### config.mk
export PLATFORM = sky130hd
export DESIGN_NAME = hamming_frame_encoder
export DESIGN_NICKNAME = d
export VERILOG_FILES = /design/src/rtl/hamming_pkg.sv /design/src/rtl/hamming_nibble_encoder.sv /design/src/rtl/hamming_frame_encoder.sv
export SDC_FILE = /design/constraint.sdc
export NUM_CORES = 1
export LEC_CHECK = 0
export ABC_AREA = 0
export CAP_MARGIN = 20
export CORE_MARGIN = 2
export CORE_UTILIZATION = 38
export CTS_CLUSTER_DIAMETER = 80
export CTS_CLUSTER_SIZE = 12
export DETAILED_ROUTE_END_ITERATION = 7
export GPL_ROUTABILITY_DRIVEN = 0
export PLACE_DENSITY_LB_ADDON = 0.1
export SYNTH_ARGS = -nofsm -noshare
export SYNTH_HDL_FRONTEND = slang
export SYNTH_SLANG_ARGS = --single-unit
### constraint.sdc
create_clock -name clk_in -period 5 [get_ports clk_in]
set_clock_uncertainty 0.1 [all_clocks]
set_input_delay 0.75 -clock clk_in [delete_from_list [all_inputs] [get_ports clk_in]]
set_output_delay 0.75 -clock clk_in [all_outputs]
set_load 0.1 [all_outputs]
### src/rtl/hamming_pkg.sv
// Shared constants, types and helpers for the Hamming frame encoder.
// Build option: define HAMMING_SECDED_EN for 8-bit SECDED codewords.
package hamming_pkg;

  localparam logic [7:0] DEFAULT_SYNC_WORD = 8'b0111_1110;

`ifdef HAMMING_SECDED_EN
  localparam int CW = 8;
`else
  localparam int CW = 7;
`endif

  typedef enum logic {
    IDLE = 1'b0,
    SEND = 1'b1
  } out_state_e;

  function automatic int frame_bits(input int data_bits, input int sync_bits);
    return sync_bits + (data_bits / 4) * CW;
  endfunction

endpackage

### src/rtl/hamming_nibble_encoder.sv
// Combinational Hamming(7,4) nibble encoder; HAMMING_SECDED_EN appends
// an even overall-parity bit to form an 8-bit SECDED codeword.
module hamming_nibble_encoder
  import hamming_pkg::*;
(
  input  logic [3:0]    d,
  output logic [CW-1:0] cw
);

  logic [6:0] ham;

  assign ham[0] = d[0] ^ d[1] ^ d[3];
  assign ham[1] = d[0] ^ d[2] ^ d[3];
  assign ham[2] = d[0];
  assign ham[3] = d[1] ^ d[2] ^ d[3];
  assign ham[4] = d[1];
  assign ham[5] = d[2];
  assign ham[6] = d[3];

`ifdef HAMMING_SECDED_EN
  assign cw = {^ham, ham};
`else
  assign cw = ham;
`endif

endmodule

### src/rtl/hamming_frame_encoder.sv
// Serial-in Hamming frame encoder: assembles DATA_BITS, encodes per nibble,
// prefixes SYNC_WORD and serialises MSB-first. Option: HAMMING_SECDED_EN.
module hamming_frame_encoder
  import hamming_pkg::*;
#(
  parameter int                   DATA_BITS = 32,
  parameter int                   SYNC_BITS = 8,
  parameter logic [SYNC_BITS-1:0] SYNC_WORD = DEFAULT_SYNC_WORD,
  parameter int                   CNT_W     = 16
) (
  input  logic             clk_in,
  input  logic             rst,
  input  logic             data_in,
  input  logic             data_valid,
  output logic             data_in_ready,
  output logic             data_out,
  output logic             data_out_valid,
  input  logic             data_out_ready,
  output logic             data_out_sof,
  output logic [CNT_W-1:0] frames_sent
);

  localparam int NIB        = DATA_BITS / 4;
  localparam int FRAME_BITS = frame_bits(DATA_BITS, SYNC_BITS);
  localparam int IDX_W      = $clog2(FRAME_BITS);
  localparam int BIT_W      = ($clog2(DATA_BITS) + 1 > 6) ? $clog2(DATA_BITS) + 1 : 6;

  localparam logic [BIT_W-1:0] BIT_LAST = BIT_W'(DATA_BITS - 1);
  localparam logic [IDX_W-1:0] IDX_LAST = IDX_W'(FRAME_BITS - 1);

  if ((DATA_BITS < 4) || (DATA_BITS % 4 != 0)) begin : g_bad_data_bits
    $error("DATA_BITS must be a positive multiple of 4");
  end
  if (SYNC_BITS < 1) begin : g_bad_sync_bits
    $error("SYNC_BITS must be at least 1");
  end

  logic [DATA_BITS-1:0]  asm_q, asm_d;
  logic [BIT_W-1:0]      bit_cnt_q, bit_cnt_d;
  logic                  full_q, full_d;
  logic [FRAME_BITS-1:0] frame_q, frame_d;
  logic [IDX_W-1:0]      idx_q, idx_d;
  out_state_e            state_q, state_d;
  logic [CNT_W-1:0]      frames_sent_q, frames_sent_d;

  logic                  in_fire;
  logic                  out_fire;
  logic                  last_fire;
  logic                  load;
  logic [NIB*CW-1:0]     enc_w;

  for (genvar k = 0; k < NIB; k++) begin : g_nib
    hamming_nibble_encoder u_enc (
      .d  (asm_q[4*k +: 4]),
      .cw (enc_w[CW*k +: CW])
    );
  end

  // A pending frame loads when the line is idle or as its predecessor's last bit leaves.
  always_comb begin
    in_fire   = data_valid && !full_q;
    out_fire  = (state_q == SEND) && data_out_ready;
    last_fire = out_fire && (idx_q == IDX_LAST);
    load      = full_q && ((state_q == IDLE) || last_fire);
  end

  // NOTE: every signal written here gets a default first; a path that skips an assignment would infer a latch.
  always_comb begin
    bit_cnt_d     = bit_cnt_q;
    full_d        = full_q;
    state_d       = state_q;
    idx_d         = idx_q;
    frames_sent_d = frames_sent_q;

    if (in_fire) begin
      if (bit_cnt_q == BIT_LAST) begin
        bit_cnt_d = '0;
        full_d    = 1'b1;
      end else begin
        bit_cnt_d = bit_cnt_q + 1'b1;
      end
    end

    if (last_fire) begin
      frames_sent_d = frames_sent_q + 1'b1;
    end

    if (load) begin
      full_d  = 1'b0;
      idx_d   = '0;
      state_d = SEND;
    end else if (out_fire) begin
      if (last_fire) begin
        idx_d   = '0;
        state_d = IDLE;
      end else begin
        idx_d = idx_q + 1'b1;
      end
    end
  end

  // First accepted bit shifts up to data[DATA_BITS-1]; the frame shifts out MSB-first.
  always_comb begin
    asm_d   = asm_q;
    frame_d = frame_q;

    if (in_fire) begin
      asm_d = {asm_q[DATA_BITS-2:0], data_in};
    end

    if (load) begin
      frame_d = {SYNC_WORD, enc_w};
    end else if (out_fire) begin
      frame_d = {frame_q[FRAME_BITS-2:0], 1'b0};
    end
  end

  // NOTE: non-blocking assignments make every flop sample pre-edge values, independent of statement order.
  always_ff @(posedge clk_in) begin
    if (rst) begin
      bit_cnt_q     <= '0;
      full_q        <= 1'b0;
      state_q       <= IDLE;
      idx_q         <= '0;
      frames_sent_q <= '0;
    end else begin
      bit_cnt_q     <= bit_cnt_d;
      full_q        <= full_d;
      state_q       <= state_d;
      idx_q         <= idx_d;
      frames_sent_q <= frames_sent_d;
    end
  end

  // NOTE: payload registers are not reset; full_q and state_q qualify their contents.
  always_ff @(posedge clk_in) begin
    asm_q   <= asm_d;
    frame_q <= frame_d;
  end

  assign data_in_ready  = !full_q;
  assign data_out_valid = (state_q == SEND);
  assign data_out       = data_out_valid && frame_q[FRAME_BITS-1];
  assign data_out_sof   = data_out_valid && (idx_q == '0);
  assign frames_sent    = frames_sent_q;

endmodule

### After elaboration in Yosys (flattened, before gate mapping)

Index checks and enable logic that the tools add are counted.
W data, S select, Z words.

| operators by class | value |
|---|---|
| eq/ne operators | 2 |
| divide/modulo/power cells | 0 |
| shift operators | 0 |
| bitwise gates (word level) | 49 |
| reductions and logical operators | 14 |
| $lt $le $gt $ge | 0 |
| multipliers | 0 |
| add/sub/neg operators | 3 |
| mux-type cells | 7 |

Operators with widths:

| operator | count |
|---|---|
| $mux W56 | 2 |
| $xor A1 B1 Y1 | 48 |
| $add A16 B1 Y16 const B | 1 |
| $add A6 B1 Y6 const B | 2 |
| $mux W6 | 2 |
| $eq A6 B5 Y1 const B | 1 |
| $eq A6 B6 Y1 const B | 1 |
| $logic_and A1 B1 Y1 | 6 |
| $logic_not A6 Y1 | 1 |
| $reduce_and A2 Y1 | 2 |
| $reduce_bool A2 Y1 | 2 |
| $mux W1 | 3 |
| $reduce_or A2 Y1 | 1 |
| $logic_not A1 Y1 | 1 |
| $logic_or A1 B1 Y1 | 1 |
| $not A1 Y1 | 1 |

| storage, ports and cells | value |
|---|---|
| ROM bits | 0 |
| word-level logic and storage cells | 83 |
| RAM bits | 0 |
| latch bits | 0 |
| flip-flop bits (word level) | 126 |
| memories | 0 |
| output and inout port bits | 20 |
| input port bits | 5 |

### Longest topological paths before layout

| depth | value |
|---|---|
| word-level depth | 6 |
| depth in mapped cells | 8 |
| mapped depth without buffers | 5 |

### Hierarchy

Synthesis repeated with hierarchy kept, for this count alone.

| unflattened totals | value |
|---|---|
| cell total of the unflattened synthesis | 408 |
| area total of the unflattened synthesis | 5810.6 sq um |

Modules (own cells, without submodules):

| module | cells each | sequential area each (sq um) | times used | area each (sq um) |
|---|---|---|---|---|
| hamming_frame_encoder | 352 | 3403.3 | 1 | 4999.8 |
| hamming_nibble_encoder | 7 | 0.0 | 8 | 101.3 |

### Least setup slack after synthesis

No wires, ideal clock.

| timing | value |
|---|---|
| kind | register to register |
| start | register full_q |
| end | register frame_q[0], enable pin |
| data required time | 4353 ps |
| setup time | 547 ps |
| period minus slack after synthesis | 5549 ps |
| slack | -549 ps |
| buffers on the path | 0 |
| arrival time | 4902 ps |
| stages on the path, launching flop included | 3 |
| path through | dfxtp_1 > inv_1 > o21ai_0 |

| between the ends | value |
|---|---|
| word-level cells in the longest chain between the ends | 2 |

Ends and longest elaborated chain:

| element | line | source |
|---|---|---|
| start, declared | hamming_frame_encoder.sv:40 | `logic full_q, full_d;` |
| start signal, assigned | hamming_frame_encoder.sv:128 | `full_q <= full_d;` |
| $logic_and A1 B1 Y1 | hamming_frame_encoder.sv:64 | `load = full_q && ((state_q == IDLE) \|\| last_fire);` |
| $reduce_bool A2 Y1 (no line) | n/a |  |
| end signal, assigned | hamming_frame_encoder.sv:138 | `frame_q <= frame_d;` |
| end, declared | hamming_frame_encoder.sv:41 | `logic [FRAME_BITS-1:0] frame_q, frame_d;` |

No other way between the ends.
A chain may end at the register's enable or synchronous reset.

### Final worst setup path

| timing | value |
|---|---|
| start | register state_q, in the netlist data_out_valid |
| end | output data_out_sof |

| between the ends | value |
|---|---|
| word-level cells in the longest chain between the ends | 1 |

Ends and longest elaborated chain:

| element | line | source |
|---|---|---|
| start, declared | hamming_frame_encoder.sv:43 | `out_state_e state_q, state_d;` |
| start signal, assigned | hamming_frame_encoder.sv:129 | `state_q <= state_d;` |
| $logic_and A1 B1 Y1 | hamming_frame_encoder.sv:144 | `assign data_out_sof = data_out_valid && (idx_q == '0);` |
| end, declared | hamming_frame_encoder.sv:19 | `output logic data_out_sof,` |

No other way between the ends.

==> flow_summary.json <==
{
  "status": "completed",
  "postCtsHoldBufs": 0,
  "core_um2": 13770,
  "cp-start-kind": "flip-flop",
  "routed_via_density": 4.851,
  "multi_input_area_um2": 1854,
  "worstSetupPathType": "flip-flop to output pin",
  "regToRegSetupSlack_ns": 1.90,
  "fillers": 1278,
  "synth_top_area_share_pct": 49.59,
  "die_h_um": 122.4,
  "die_w_um": 122.4,
  "synth_simple_gate_area_share_pct": 9.744,
  "tns_ns": 0,
  "grt_max_degree": 46,
  "end_kind": "output pin",
  "synthAdderAreaFrac_pct": 0.9392,
  "die-area_um2": 14990,
  "finalWirelength_um": 8974,
  "worst_pin_slew_ns": 0.9748,
  "regToRegStartpoint": "data_out_valid",
  "final-hold-violation-count": 0,
  "critPathMaxStageDelay_ns": 1.17,
  "grt_pass1_wl_um": 14780,
  "ir_worst_vdd_v": 0.0002037,
  "cp.arrival_ns": 2.53,
  "synth_top_family_by_area": "multiplexers",
  "rsz0062_at_grt": "false",
  "worstPathRequired_ns": 4.15,
  "r2r_end": "frame_q[17]",
  "synth_compound_area_share_pct": 2.536,
  "worstHoldPathCells": 2,
  "antenna_found_initial": 0,
  "yosysTopAreaCell": "edfxtp_1",
  "cts_tree": "yes",
  "ys_seq_area_share_pct": 63.86,
  "yosys_most_used_dff": "edfxtp_1",
  "relSlewSlack_pct": 34.81,
  "synth_cell_types": 34,
  "start_util_pct": 38.69,
  "internal-power_w": 0.001988,
  "power_frac_seq_pct": 46.6,
  "power_w": 0.002464,
  "yosysWarnings": 0,
  "pwr-share-clk_pct": 50.8,
  "syn_area_um2": 5329,
  "final_cells": 619,
  "port_buffers": 24,
  "drc": 0,
  "drt-initial-drc-count": 132,
  "grt_pass1_vias": 2964,
  "avgSynthCellArea_um2": 13.53,
  "clk_pin_slew_ns": 0.05,
  "worstHoldPathType": "flip-flop to flip-flop",
  "htree_num_levels": 4,
  "syn_inst": 394,
  "cts-root-buf": "clkbuf_16",
  "ys_ff_latch": 126,
  "diodes": 0,
  "overflow": 0,
  "post-place-cells": 586,
  "ant_nets": 0,
  "slowest_stage": "clkdlybuf4s50_1",
  "syn-num-nets": 403,
  "cts.sinks": 126,
  "firstDrtPassIters": 4,
  "hold_end": "frame_q[63]",
  "core.rowCount": 43,
  "synth_area_leaders": "edfxtp_1 (50%), dfxtp_1 (14%), mux2_2 (12%)",
  "r2r_cells": 5,
  "synthMuxAreaShare_pct": 12.21,
  "switching_share_pct": 19.31,
  "finalSetupViolations": 0,
  "clockBufferDepth": 2,
  "power.switching_w": 0.0004757,
  "p_per_area_nw_per_um2": 384.6,
  "async_flop_share_pct": 0,
  "fmax_mhz": 295.5,
  "cts_setup_buffers": 0,
  "fin_crit_sh_pct": 67.68,
  "synth-edff-count": 88,
  "dp_hpwl_um": 5387,
  "combPwrFrac_pct": 2.7,
  "min_period_ns": 3.384,
  "num_io_pins": 25,
  "crit_buf_inv": 1,
  "path_cells": "nand4bb_1, nor3_1, clkdlybuf4s50_1",
  "drv_slew": 0,
  "cts_buffers": 17,
  "nets": 435,
  "crit_family": "buffers and inverters",
  "area_growth_pct": 20.22,
  "path_max_fanout": 9,
  "synthXorXnorAreaFrac_pct": 8.875,
  "ff_latch_area_um2": 3403,
  "hp-start": "frame_q[63]",
  "worstSkewPairLatency_ns": 0.41,
  "cts_resized": 0,
  "num_vias": 3003,
  "maxCapViolCount": 0,
  "grt_usage_pct": 12.85,
  "whs_ns": 0.3510,
  "drive_gt1_share_pct": 21.41,
  "routedWlPerCell_um": 14.50,
  "p_leak_nw": 2.085
}
[per-layer routing]
metal | GRT usage (%) | up-vias | share of wire (%)
met5 | 0 | - | 0
met4 | 6.250 | 0 | 1.7
met3 | 3.671 | 13 | 2.4
met2 | 18.47 | 31 | 44
met1 | 17.81 | 1469 | 52
li1 | - | 1490 | -
[power groups by stage]
stage                     clock (W)  sequential [W]  combinational (W)
final                       0.00125         0.00115          0.0000654
after global routing        0.00133         0.00115          0.0000726
after CTS                   0.00128         0.00115          0.0000649
after detailed placement          0         0.00117          0.0000642
after global placement            0         0.00117          0.0000654
after floorplan                   0         0.00116          0.0000513
[cell usage in the layout, fill, tap and decap left out, types with 4 or more instances in the layout]
master	instances
edfxtp_1	88
mux2_2	55
xnor2_1	47
dfxtp_1	38
nand2_1	30
clkdlybuf4s50_1	24
nor2_1	17
clkbuf_16	17
nand3_1	12
a21oi_1	12
o21ai_0	9
inv_1	8
nor3_1	8
or3_1	8
nand4_1	7
xor2_1	7
clkinv_2	6
nor4_1	5
ha_1	4
bufinv_16	4
buf_4	4
[cell families after synthesis]
logic type,count (synthesis)
buf+inv,24
flops,126
compound gates,25
simple gates,103
fa+ha+maj,4
xor+xnor,54
mux,58
[area by class of cell]
cell class	count	share of cell area, %
multi-input cells	244	28.95
well taps	180	3.516
clock inverters	14	2.715
clock buffers	18	6.699
flip-flops and latches	126	53.12
repair buffers	29	4.531
inverters	8	0.4688
[worst max-delay path by stage]
stage,cells after the start,start,slack (ns),end
after floorplan,2,data_out_valid,0.89,data_out_sof
after global placement,6,data_out_ready,1.38,frame_q[38]
after detailed placement,6,data_out_ready,1.31,frame_q[28]
after CTS,3,data_out_valid,1.57,data_out_sof
after global routing,3,data_out_valid,1.52,data_out_sof
final,3,data_out_valid,1.62,data_out_sof
[worst reg2reg max path, stage by stage (launching register included)]
cell	delay, ns
dfxtp_1	0.60
nand3_1	0.40
or2_2	0.47
a21oi_4	0.57
buf_4	0.35
mux2_2	0.36
[synthesized netlist by cell type, types with 2 or more instances]
library cell   n
a21oi_1       12
mux2_2        55
mux2i_1        2
inv_1          8
nand4_1        7
buf_2          6
or4_1          2
nor2b_1        2
clkbuf_1       8
nand2_1       30
nor4_1         5
dfxtp_1       38
nand3_1       12
and2_1         2
xnor2_1       47
nand3b_1       2
or3_1          8
nor3_1         8
xor2_1         7
and4_1         2
o21ai_0       10
nor2_1        17
or2_2          2
ha_1           4
edfxtp_1      88
buf_1          2
[registers in the layout, indices dropped and copies added, names as in the netlist]
| signal | count |
|---|---|
| asm_q | 32 |
| bit_cnt_q | 6 |
| data_out_valid | 1 |
| frame_q | 64 |
| frames_sent | 16 |
| full_q | 1 |
| idx_q | 6 |
[per-stage QoR]
step / util, % / instance area [µm²] / setup slack (ns)
floorplan: - / 5329 / 0.8864
global placement: 41.99 / 5783 / 1.381
detailed placement: 41.99 / 5783 / 1.312
CTS: 46.37 / 6386 / 1.574
global route: 46.51 / 6406 / 1.520
finish: 46.51 / 6406 / 1.616
No activity file was read; power rests on OpenSTA's default activity.
